==> src/rtl/ct_spsram_req_ctrl.sv <==
// ct_spsram_req_ctrl: valid/ready front end for a single-port SRAM with a 2-entry read response buffer.
// Optional macro SPSRAM_INIT_EN adds a zero-fill sweep of the whole SRAM after reset.
module ct_spsram_req_ctrl #(
  parameter int ADDR_WIDTH = 15,
  parameter int DATA_WIDTH = 128
) (
  input  logic                  forever_cpuclk,
  input  logic                  cpurst_b,
  input  logic                  req_vld,
  output logic                  req_rdy,
  input  logic                  req_wr,
  input  logic [ADDR_WIDTH-1:0] req_addr,
  input  logic [DATA_WIDTH-1:0] req_wdata,
  input  logic [DATA_WIDTH-1:0] req_wmask,
  output logic                  rsp_vld,
  input  logic                  rsp_rdy,
  output logic [DATA_WIDTH-1:0] rsp_rdata,
  output logic                  sram_cen,
  output logic                  sram_gwen,
  output logic [DATA_WIDTH-1:0] sram_wen,
  output logic [ADDR_WIDTH-1:0] sram_a,
  output logic [DATA_WIDTH-1:0] sram_d,
  input  logic [DATA_WIDTH-1:0] sram_q,
  output logic                  init_done
);

  logic                  live;
  logic                  rd_inflight;
  logic [1:0]            fifo_cnt;
  logic [DATA_WIDTH-1:0] fifo_e0;
  logic [DATA_WIDTH-1:0] fifo_e1;
  logic [1:0]            occ;
  logic                  req_acc;
  logic                  push;
  logic                  pop;
  logic                  sweep;
  logic [ADDR_WIDTH-1:0] sweep_a;

  // live holds the SRAM idle while reset is asserted, even with req_vld high
  always_ff @(posedge forever_cpuclk or negedge cpurst_b) begin
    if (!cpurst_b) live <= 1'b0;
    else           live <= 1'b1;
  end

`ifdef SPSRAM_INIT_EN
  // state   | meaning
  // ST_INIT | zero-fill sweep, one address per cycle, requests blocked
  // ST_IDLE | sweep finished, normal request traffic
  localparam logic [0:0] ST_INIT = 1'b0;
  localparam logic [0:0] ST_IDLE = 1'b1;

  logic [0:0] state;

  always_ff @(posedge forever_cpuclk or negedge cpurst_b) begin
    if (!cpurst_b) begin
      state   <= ST_INIT;
      sweep_a <= '0;
    end else if (sweep) begin
      sweep_a <= sweep_a + 1'b1;
      if (&sweep_a) state <= ST_IDLE;
    end
  end

  assign sweep     = live & (state == ST_INIT);
  assign init_done = (state == ST_IDLE);
`else
  assign sweep     = 1'b0;
  assign sweep_a   = '0;
  assign init_done = 1'b1;
`endif

  // Credit is conservative: a pop in this cycle does not free a slot until next cycle
  assign occ     = fifo_cnt + {1'b0, rd_inflight};
  assign req_rdy = init_done & live & (occ < 2'd2);
  assign req_acc = req_vld & req_rdy;
  assign push    = rd_inflight;
  assign rsp_vld = (fifo_cnt != 2'd0);
  assign pop     = rsp_vld & rsp_rdy;
  assign rsp_rdata = fifo_e0;

  always_ff @(posedge forever_cpuclk or negedge cpurst_b) begin
    if (!cpurst_b) rd_inflight <= 1'b0;
    else           rd_inflight <= req_acc & ~req_wr;
  end

  always_ff @(posedge forever_cpuclk or negedge cpurst_b) begin
    if (!cpurst_b) begin
      fifo_cnt <= 2'd0;
      fifo_e0  <= '0;
      fifo_e1  <= '0;
    end else begin
      case ({push, pop})
        2'b10: begin
          if (fifo_cnt == 2'd0) fifo_e0 <= sram_q;
          else                  fifo_e1 <= sram_q;
          fifo_cnt <= fifo_cnt + 2'd1;
        end
        2'b01: begin
          fifo_e0  <= fifo_e1;
          fifo_cnt <= fifo_cnt - 2'd1;
        end
        2'b11: begin
          if (fifo_cnt == 2'd1) begin
            fifo_e0 <= sram_q;
          end else begin
            fifo_e0 <= fifo_e1;
            fifo_e1 <= sram_q;
          end
        end
        default: ;
      endcase
    end
  end

  always_comb begin
    sram_cen  = 1'b1;
    sram_gwen = 1'b1;
    sram_wen  = '1;
    sram_a    = req_addr;
    sram_d    = req_wdata;
    if (sweep) begin
      sram_cen  = 1'b0;
      sram_gwen = 1'b0;
      sram_wen  = '0;
      sram_a    = sweep_a;
      sram_d    = '0;
    end else if (req_acc) begin
      sram_cen  = 1'b0;
      sram_gwen = ~req_wr;
      sram_wen  = req_wr ? ~req_wmask : '1;
    end
  end

endmodule

==> config.mk <==
export PLATFORM = sky130hd
export DESIGN_NAME = ct_spsram_req_ctrl
export DESIGN_NICKNAME = d
export VERILOG_FILES = /design/src/rtl/ct_spsram_req_ctrl.sv
export SDC_FILE = /design/constraint.sdc
export NUM_CORES = 1
export LEC_CHECK = 0
export CAP_MARGIN = 30
export CORE_AREA = 2 2 318 320
export DETAILED_ROUTE_END_ITERATION = 12
export DIE_AREA = 0 0 320 322
export DONT_BUFFER_PORTS = 1
export HOLD_SLACK_MARGIN = 0.15
export PLACE_DENSITY_LB_ADDON = 0.3
export SETUP_SLACK_MARGIN = 0.4
export SYNTH_ARGS = -nofsm -noshare
export SYNTH_HDL_FRONTEND = slang
export SYNTH_SLANG_ARGS = --single-unit
==> constraint.sdc <==
create_clock -name forever_cpuclk -period 3.05 [get_ports forever_cpuclk]
set_input_delay 0.1525 -clock forever_cpuclk [delete_from_list [all_inputs] [get_ports forever_cpuclk]]
set_output_delay 0.1525 -clock forever_cpuclk [all_outputs]
set_load 0.005 [all_outputs]
Word level (Yosys, flattened, before mapping)
Cells that the tools add are included.
{"block": "op_classes", "order_cmp": 1, "bitwise_logic": 6, "reduce_logical": 7, "addsub": 3, "eq_ne": 7, "muxes": 11}
{"operator": "$mux 128", "count": 6}
{"operator": "$pmux 128 s3", "count": 1}
{"operator": "$pmux 128 s2", "count": 1}
{"operator": "$not 128->128", "count": 1}
{"operator": "$ne 2x2->1 const B", "count": 3}
{"operator": "$reduce_bool 2->1", "count": 3}
{"operator": "$and 1x1->1", "count": 4}
{"operator": "$eq 2x1->1 const B", "count": 2}
{"operator": "$eq 2x2->1 const B", "count": 2}
{"operator": "$pmux 2 s2", "count": 1}
{"operator": "$reduce_and 3->1", "count": 1}
{"operator": "$reduce_bool 3->1", "count": 1}
{"operator": "$add 2x1->2", "count": 1}
{"operator": "$add 2x1->2 const B", "count": 1}
{"operator": "$logic_not 2->1", "count": 1}
{"operator": "$lt 2x2->1 const B", "count": 1}
{"operator": "$mux 1", "count": 2}
{"operator": "$reduce_and 2->1", "count": 1}
{"operator": "$sub 2x1->2 const B", "count": 1}
{"operator": "$not 1->1", "count": 1}
{"block": "word_totals", "inputBits": 404, "reg_bits": 260}

Logic depth before layout (Yosys ltp)
Gate-level depths: netlist of run 1.
{"block": "depth", "ltp_word": 5, "depth_mapped": 10, "mapped_depth_nobuf": 8}

Worst setup path before layout of run 1
OpenSTA, ideal clock, no wires.
{"block": "synth_timing", "path_kind": "flip-flop to flip-flop", "from": "register fifo_cnt[0]", "to": "register fifo_e1[107]", "path_buffers": 2, "setup_time_ns": 0.125, "arrival_ns": 2.185, "synth_period_minus_slack_ns": 2.309, "setup_slack_ns": 0.741, "stages_incl_launch_ff": 11, "cell_sequence": "dfrtp_1 -> inv_1 -> ha_1 -> nor2b_1 -> inv_1 -> ha_1 -> a22oi_1 -> o21a_1 -> buf_4 -> buf_6 -> mux2_2"}
{"block": "synth_between", "elab_chain_len": 5}
{"item": "from (decl)", "line_no": "29", "rtl": "logic [1:0] fifo_cnt;"}
{"item": "from (signal assigned)", "line_no": "96", "rtl": "fifo_cnt <= fifo_cnt + 2'd1;"}
{"item": "from (signal assigned)", "line_no": "100", "rtl": "fifo_cnt <= fifo_cnt - 2'd1;"}
{"item": "$reduce_bool 2->1", "line_no": "77", "rtl": "assign rsp_vld = (fifo_cnt != 2'd0);"}
{"item": "$and 1x1->1", "line_no": "78", "rtl": "assign pop = rsp_vld & rsp_rdy;"}
{"item": "$eq 2x2->1", "line_no": "92", "rtl": "case ({push, pop})"}
{"item": "$ne 2x2->1 (no line) / $reduce_bool 2->1 (equally long branches)"}
{"item": "$reduce_and 3->1 (no line)"}
{"item": "to (signal assigned)", "line_no": "95", "rtl": "else fifo_e1 <= sram_q;"}
{"item": "to (signal assigned)", "line_no": "107", "rtl": "fifo_e1 <= sram_q;"}
{"item": "to (decl)", "line_no": "31", "rtl": "logic [DATA_WIDTH-1:0] fifo_e1;"}
Parallel ways exist; a longest one is shown, timed or not.
A chain may end at the register's enable or synchronous reset.

Worst setup path in the final report of run 1
{"block": "layout_timing", "from": "register rd_inflight (netlist: push)", "to": "output sram_wen[41]"}
{"block": "layout_between", "elab_chain_len": 5}
{"item": "from (decl)", "line_no": "28", "rtl": "logic rd_inflight;"}
{"item": "from (signal assigned)", "line_no": "83", "rtl": "else rd_inflight <= req_acc & ~req_wr;"}
{"item": "$add 2x1->2", "line_no": "73", "rtl": "assign occ = fifo_cnt + {1'b0, rd_inflight};"}
{"item": "$lt 2x2->1", "line_no": "74", "rtl": "assign req_rdy = init_done & live & (occ < 2'd2);"}
{"item": "$and 1x1->1", "line_no": "74"}
{"item": "$and 1x1->1", "line_no": "75", "rtl": "assign req_acc = req_vld & req_rdy;"}
{"item": "$mux 128", "line_no": "127", "rtl": "end else if (req_acc) begin"}
{"item": "to (decl)", "line_no": "20", "rtl": "output logic [DATA_WIDTH-1:0] sram_wen,"}
Every way passes these cells.

==> impl_metrics.toml, run 1 <==
[detailed_routing]
via_count = 9688
postRouteAntennaNets = 0
post_drt_wl_per_cell_um = 25.2
detail_route.iter0.violations = 496
drtPass1Iterations = 5
drc = 0
vias_per_cell = 3.73
drt_wl_total_um = 65500

[finish]
layout-drive-gt1-share_pct = 18.8
nNetsFinal = 1689
diodes = 0
syn2layout_area_growth_pct = 25.2
fin_util_pct = 16.0

[synth]
synthArstFlopShare_pct = 100
synth_top_area_cell = "dfrtp_1"
synth_flop_cell = "dfrtp_1"
netlist_top_cells_count = "dfrtp_1, nand2_1, buf_4"
synth_top_area_share_pct = 51.1
syn_area_per_cell_um2 = 9.76
ys_seq_area_share_pct = 51.1
syn-cell-area_mm2 = 0.0127
ys_warn_count = 0
ys_seq_elements = 260
syn_inst = 1305
ys_types = 26
synth_edf_count = 0
synthTopCellsByArea = "dfrtp_1, mux2_2, buf_4"
yosysMostFrequentCell = "dfrtp_1"

[power]
p_total_mw = 15.3
p_leak_nw = 6.04
powerDensity_mw_per_mm2 = 958
vdd_ir_drop_max_mv = 0.359

[clock_tree]
cts.sinks = 260
cts_buffer_depth = 3
h-tree-depth = 2
cts_tree = "done"
numCtsBuffers = 35
cts_hold_buffers = 131
clk_latency_ps = 570
clk_pin_slew_worst_paths_ps = 60
cts_root_buf = "clkbuf_16"

[timing]
slew_violations = 0
min_period_over_period_pct = 84.3
finalSetupTns_ps = 0
fin_skew_ps = 41.7
period_minus_slack_ps = 2570
setup_viol = 0
hold_violations = 260
relSlewSlack_pct = 51.7
rsz0062_at_grt = "true"
tightest_slew_ps = 724
fmax_mhz = 389
whs_ps = -698

[grt]
grt_usage_pct = 12.2
antenna_found_initial = 6
grt_overflow_total = 0
grt_pass1_vias = 9834
grt_pass1_wl_um = 86500
grt_start_max_net_pins = 261

[floorplan]
die_y_um = 322
die_area_mm2 = 0.103
die_w_um = 320
ios = 808
num_rows = 116
start_util_pct = 12.8
core_mm2 = 0.0996

[place]
io_buffers = 0
hpwl_um = 51300
gp_congestion = 1.04

[worst_setup_path]
worstPathRequired_ps = 2900
rrSetupSlack_ps = 480
critPathMaxFanout = 53
critPathKind = "reg -> out"
crit_arrival_ps = 2420
crit_path_start_kind = "flip-flop"
end_kind = "output port"

[status]
status = "complete, but fails checks"
failed_checks = "hold timing"

[flow_run]
cap_violations = 0

[min_path]
hp-class = "in -> async"
==> power breakdown <==
part,internal [mW],leakage [nW],switching [mW]
clock network,2.76,0.587,1.68
logic,1.98,2.43,2.32
registers,5.21,3.03,1.32
total,9.95,6.04,5.31
==> worst max-delay path, cell delays in order, from the launching register on <==
cell       delay, ps
dfrtp_1          490
nand3_1          240
a211oi_4         300
buf_12           160
bufbuf_16        370
nand2_1          270
==> path summary, 6_finish.rpt <==
check / endpoint / from / cells past startpoint
min in group forever_cpuclk: sram_d[30] / req_wdata[30] / 0
setup reg to reg: fifo_e1[114] / fifo_cnt[1] / 8
setup / recovery: sram_wen[41] / push / 5
hold reg to reg: fifo_e1[126] / fifo_e1[126] / 1
hold / removal: rsp_rdata[28] / cpurst_b / 0
max in group asynchronous: rsp_rdata[85] / cpurst_b / 0
==> kinds of logic (layout without fill, tap and decap cells) <==
group / count (synthesis) / in the layout / share of synthesized area, %
flip-flops: 260 / 260 / 51.1
buffers and inverters: 248 / 243 / 12.8
multiplexers: 129 / 129 / 11.4
XOR/XNOR: 1 / 1 / 0.0688
adder cells (fa/ha/maj): 8 / 8 / 0.786
AND/OR/NAND/NOR: 391 / 391 / 11.6
AO/OA/AOI/OAI: 267 / 267 / 12.2
other: 1 / 2 / 0.0294
==> placed cells by master, fill, tap and decap left out, types with 2 or more instances in the layout <==
cell / n
clkinv_4: 2
o21ai_0: 129
clkinv_2: 2
dlygate4sd3_1: 131
dfrtp_1: 259
bufinv_16: 5
clkbuf_8: 5
clkbuf_16: 37
buf_12: 13
ha_1: 6
buf_4: 27
a31oi_1: 128
conb_1: 2
buf_16: 2
inv_1: 8
nor2_1: 129
clkbuf_1: 7
nand2_1: 251
mux2_2: 128
nand2_2: 7
a21o_1: 3
clkinvlp_4: 3
o2bb2ai_4: 2
==> sequential cells by signal, summed over array words and instances, names as in the netlist <==
| name | count |
|---|---|
| fifo_cnt | 2 |
| live | 1 |
| push | 1 |
| rsp_rdata | 128 |
| fifo_e1 | 128 |
==> metrics by stage <==
step / setup WS, ps / hold slack [ps] / area, um^2 / cells
floorplan: 741 / -143 / 12700 / 1306
global placement: 111 / -137 / 13200 / 2398
detailed placement: 21.5 / -138 / 13200 / 2398
CTS: 446 / -770 / 15900 / 2597
global route: 366 / -757 / 15900 / 2599
finish: 480 / -698 / 15900 / 2599
==> final cells by class <==
| type | count | area [um^2] |
|---|---|---|
| Fill cell | 11100 | 83600 |
| Sequential cell | 260 | 6510 |
| Multi-Input combinational cell | 798 | 4700 |
| Timing Repair Buffer | 174 | 1860 |
| Tap cell | 1298 | 1620 |
| Clock buffer | 49 | 1020 |
| Clock inverter | 12 | 200 |
| Inverter | 8 | 30.0 |
==> what timing repair did <==
item / 4_1_cts / 5_1_grt
pin swaps: 2 / 0
endpoints found under the hold margin: 519 / 260
endpoints found under the setup margin: 293 / 81
gates resized for setup: 10 / 5
buffers inserted: 6 / 2
gates cloned: 1 / 0
==> metal layers <==
metal / global-route usage (%) / part of all wire (%) / wire, um
met4: 6.46 / 5.6 / 3670
met3: 5.53 / 10 / 6600
met5: 0 / 0.078 / 51
met2: 21.9 / 51 / 33400
met1: 11.7 / 33 / 21800
Note: power is estimated with default switching activity, not from simulation.
==> run 2, diff against run 1 <==
- clock period: 3.05 -> 2.5 ns (I/O delays scaled with it)
==> impl_metrics.toml, run 2 (synthesis results as in run 1) <==
[timing]
tightest_slew_ps = 590
fmax_mhz = 420
setup_viol = 0
min_period_over_period_pct = 95.2
rsz0062_at_grt = "true"
whs_ps = -728
finalSetupTns_ps = 0
slew_violations = 0
relSlewSlack_pct = 60.7
period_minus_slack_ps = 2380
fin_skew_ps = 26.7
hold_violations = 260

[power]
p_seq_share_pct = 38.6
p_leak_nw = 7.73
power_frac_clock_pct = 24.4
p_int_mw = 13.5
p_comb_share_pct = 37.1
p_total_mw = 21.1
powerDensity_mw_per_mm2 = 1060
switchingPower_mw = 7.65
switching_share_pct = 36.2
vdd_ir_drop_max_mv = 0.440

[detailed_routing]
vias_per_cell = 3.91
via_count = 10500
detail_route.iter0.violations = 635
drc = 0
drt_wl_total_um = 80800
postRouteAntennaNets = 0
post_drt_wl_per_cell_um = 29.9
drtPass1Iterations = 5

[status]
failed_checks = "hold timing"
status = "complete, but fails checks"

[clock_tree]
clk_latency_ps = 560
h-tree-depth = 2
cts_tree = "done"
numCtsBuffers = 35
cts_hold_buffers = 131
cts_root_buf = "clkbuf_16"
cts_buffer_depth = 3
cts.sinks = 260
clk_pin_slew_worst_paths_ps = 60

[place]
hpwl_um = 49200
dp_cells = 2388
io_buffers = 0
gp_congestion = 1.02

[worst_setup_path]
critPathMaxFanout = 6
crit_chain = "buf_4, inv_2, ha_4, nor2b_4, buf_4, ha_4, a22oi_2, o21a_4, buf_12, buf_12, clkbuf_16, mux2_2"
crit_arrival_ps = 2800
worstPathRequired_ps = 2920
critPathKind = "reg -> reg"
slowest_stage = "dfrtp_1"
end_kind = "flip-flop"
crit_path_start_kind = "flip-flop"
slowest_delay_ps = 390

[grt]
grt_pass1_vias = 10300
antenna_found_initial = 7
grt_usage_pct = 12.5
grt_overflow_total = 0
grt_start_max_net_pins = 261
grt_pass1_wl_um = 88800

[finish]
syn2layout_area_growth_pct = 57.2
final_common_cell = "dfrtp_1"
layout_common_cells = "dfrtp_1, dlygate4sd3_1, nor2_1, a31oi_1, nand2_1"
fin_cells = 2699
nNetsFinal = 1791
final-seq-area_mm2 = 0.00651
multi_input_area_mm2 = 0.00653
layout-drive-gt1-share_pct = 38.6
fill_cells = 10800

[min_path]
hp-class = "in -> async"

[flow_run]
cap_violations = 0

[floorplan]
start_util_pct = 12.8
die_area_mm2 = 0.103
ios = 808
core_mm2 = 0.0996
num_rows = 116
die_y_um = 322
die_w_um = 320
## run 2: cell count changes in the layout (fill, tap and decap cells not counted), sizes merged
cell      previous run  this run
buf                 42       116
bufbuf               1         0
bufinv               5         2
clkbuf              49        79
clkinv               4         0
clkinvlp             3         2
diode                0         3
inv                  8         9
mux2               129       130
## run 2: what timing repair did
| action | 4_1_cts | 5_1_grt |
|---|---|---|
| gates cloned | 19 | 47 |
| setup buffers | 30 | 25 |
| gates resized for setup | 213 | 426 |
| pin swaps | 19 | 144 |
| setup endpoints to repair | 386 | 387 |
| endpoints found under the hold margin | 519 | 260 |
## run 2: worst max-delay path, delay by kind of cell (launching register included)
kind	cells	cell delay [ps]
buffers and inverters	6	760
AOI/OAI and AO/OA	2	400
DFF	1	390
muxes	1	320
adders and majority gates	2	290
and+or+nand+nor	1	40
## run 2: final timing paths
check / cells past startpoint / end / startpoint / slack (ps)
min reg2reg: 1 / fifo_e1[16] / fifo_e1[16] / 500
max: 12 / fifo_e1[3] / fifo_cnt[0] / 120
max reg2reg: 12 / fifo_e1[3] / fifo_cnt[0] / 120
min: 0 / fifo_e1[31] / cpurst_b / -730
min in group forever_cpuclk: 2 / rsp_rdata[72] / rsp_rdy / 170
max in group asynchronous: 0 / rsp_rdata[127] / cpurst_b / 2760
## run 2: layer usage
layer,part of all wire [%],vias up,track usage (%)
met5,0.016,-,0
met2,50,596,21.4
met1,35,5326,11.8
met3,8.2,159,5.33
met4,6.7,2,9.71
li1,-,4461,-
## run 2: cell type report
| class | instances | share of cell area [%] |
|---|---|---|
| Multi-Input combinational cell | 799 | 32.6 |
| Timing Repair Buffer | 275 | 20.9 |
| Antenna cell | 3 | 0.0375 |
| Clock inverter | 5 | 0.419 |
| Tap cell | 1298 | 8.11 |
| Clock buffer | 51 | 5.29 |
| Inverter | 8 | 0.162 |
| Sequential cell | 260 | 32.5 |
## run 2: power by group through the flow
stage | sequential, mW | combinational [mW] | clock, mW
after global routing | 8.43 | 8.50 | 5.49
after CTS | 7.99 | 5.96 | 5.34
after global placement | 8.00 | 4.87 | 0
final | 8.16 | 7.83 | 5.15
after floorplan | 7.37 | 3.99 | 0
after detailed placement | 8.06 | 5.05 | 0
## run 2: stage by stage
| step | utilization [%] | worst slack (ps) | hold WS [ps] | instance area, um^2 |
|---|---|---|---|---|
| floorplan | - | 404 | -171 | 12800 |
| global placement | 13.3 | 126 | -164 | 13200 |
| detailed placement | 13.3 | 101 | -165 | 13200 |
| CTS | 17.5 | 107 | -792 | 17400 |
| global route | 20.1 | 70.6 | -785 | 20000 |
| finish | 20.1 | 120 | -728 | 20000 |
==> run 3, diff against run 2 <==
- CELL_PAD_IN_SITES_DETAIL_PLACEMENT: unset -> 1
- CELL_PAD_IN_SITES_GLOBAL_PLACEMENT: unset -> 1
- CORE_AREA: 2 2 318 320 -> 2 2 316 318
- DIE_AREA: 0 0 320 322 -> 0 0 318 320
==> impl_metrics.toml, run 3 (synthesis results as in run 1) <==
[status]
status = "complete, but fails checks"
failed_checks = "hold timing"

[place]
gp_congestion = 0.908
io_buffers = 0
hpwl_um = 54100

[worst_setup_path]
critPathMaxFanout = 6
end_kind = "flip-flop"
crit_chain = "buf_6, inv_4, ha_4, nor2b_4, inv_2, ha_4, a22oi_2, o21a_4, buf_12, buf_16, mux2_2"
slowest_stage = "dfrtp_1"
critPathKind = "reg -> reg"
slowest_delay_ps = 380
crit_arrival_ps = 2820
worstPathRequired_ps = 2930
crit_path_start_kind = "flip-flop"
worst_path_most_repeated_cell = "ha_4"

[timing]
setup_viol = 0
rsz0062_at_grt = "true"
relSlewSlack_pct = 51.6
finalSetupTns_ps = 0
hold_violations = 260
slew_violations = 0
fin_skew_ps = 26.9
whs_ps = -741
min_period_over_period_pct = 95.5
fmax_mhz = 419
tightest_slew_ps = 726
period_minus_slack_ps = 2390

[floorplan]
ios = 808
start_util_pct = 13.0
num_rows = 115
die_w_um = 318
core_mm2 = 0.0980
die_y_um = 320
die_area_mm2 = 0.102

[clock_tree]
clk_latency_ps = 570
h-tree-depth = 2
cts_buffer_depth = 3
clk_pin_slew_worst_paths_ps = 60
numCtsBuffers = 36
cts.sinks = 260
cts_root_buf = "clkbuf_16"
cts_tree = "done"

[flow_run]
cap_violations = 0

[detailed_routing]
post_drt_wl_per_cell_um = 30.8
vias_per_cell = 3.90
detail_route.iter0.violations = 423
via_count = 10400
postRouteAntennaNets = 0
drtPass1Iterations = 4
drc = 0
drt_wl_total_um = 82100

[min_path]
hp-class = "in -> async"

[grt]
grt_pass1_vias = 10800
grt_overflow_total = 0
grt_usage_pct = 13.5
antenna_found_initial = 8
grt_start_max_net_pins = 261
grt_pass1_wl_um = 95500

[power]
vdd_ir_drop_max_mv = 0.480
p_leak_nw = 7.46
powerDensity_mw_per_mm2 = 1080

[finish]
nNetsFinal = 1761
layout_common_cells = "dfrtp_1, nand2_1, dlygate4sd3_1, nor2_1, a31oi_1"
syn2layout_area_growth_pct = 48.6
layout-drive-gt1-share_pct = 31.5
final_common_cell = "dfrtp_1"
[run 3: critical path: cells and delay by family (launching register included)]
kind | cells | cell delay (ps)
buf+inv | 5 | 550
fa+ha+maj | 2 | 320
compound gates | 2 | 490
mux | 1 | 340
flops | 1 | 380
simple gates | 1 | 150
[run 3: repair_timing]
action | in CTS | in global routing
buffers inserted | 8 | 29
cloned | 7 | 41
resized for setup | 155 | 298
pin swaps | 3 | 79
hold buffers | 130 | 1
endpoints found under the hold margin | 519 | 262
setup endpoints to repair | 385 | 386
[run 3: per-layer routing]
| layer | up-vias | track usage, % | share of wire (%) |
|---|---|---|---|
| li1 | 4373 | - | - |
| met1 | 5336 | 12.3 | 34 |
| met2 | 517 | 26.1 | 53 |
| met3 | 160 | 5.43 | 7.9 |
| met4 | 0 | 6.14 | 5.1 |
| met5 | - | 0 | 0 |
[run 3: final timing paths]
path	start	end	slack, ps	cells after the start
max	fifo_cnt[0]	fifo_e1[33]	110	11
max in group asynchronous	cpurst_b	fifo_e1[96]	2620	0
max reg2reg	fifo_cnt[0]	fifo_e1[33]	110	11
min reg2reg	fifo_e1[99]	fifo_e1[99]	500	1
min in group forever_cpuclk	req_wdata[103]	sram_d[103]	250	0
min	cpurst_b	rsp_rdata[26]	-740	0
[run 3: through the flow]
step	cell area (um^2)	power, mW	util, %	setup slack, ps	instances
after CTS	16500	19.3	16.9	16.1	2589
after global routing	18900	21.9	19.3	23.1	2661
final	18900	20.5	19.3	112	2663
after detailed placement	13300	13.5	13.5	69.5	2382
after floorplan	12800	11.4	-	404	1306
after global placement	13300	13.1	13.5	83.3	2382
[run 3: final cells by class]
cell class | instances | area (um^2)
clock inverter | 8 | 97.6
antenna | 3 | 7.51
sequential | 260 | 6510
clock buffer | 54 | 1050
timing repair buffer | 245 | 3390
multi-input combinational | 798 | 6230
inverter | 8 | 32.5
tap | 1287 | 1610
fill | 11100 | 79100
[run 3: report_power, final]
group / total, mW / internal (mW) / switching (mW)
clock network: 5.16 / 3.10 / 2.06
registers: 8.10 / 6.37 / 1.73
logic: 7.24 / 3.63 / 3.61
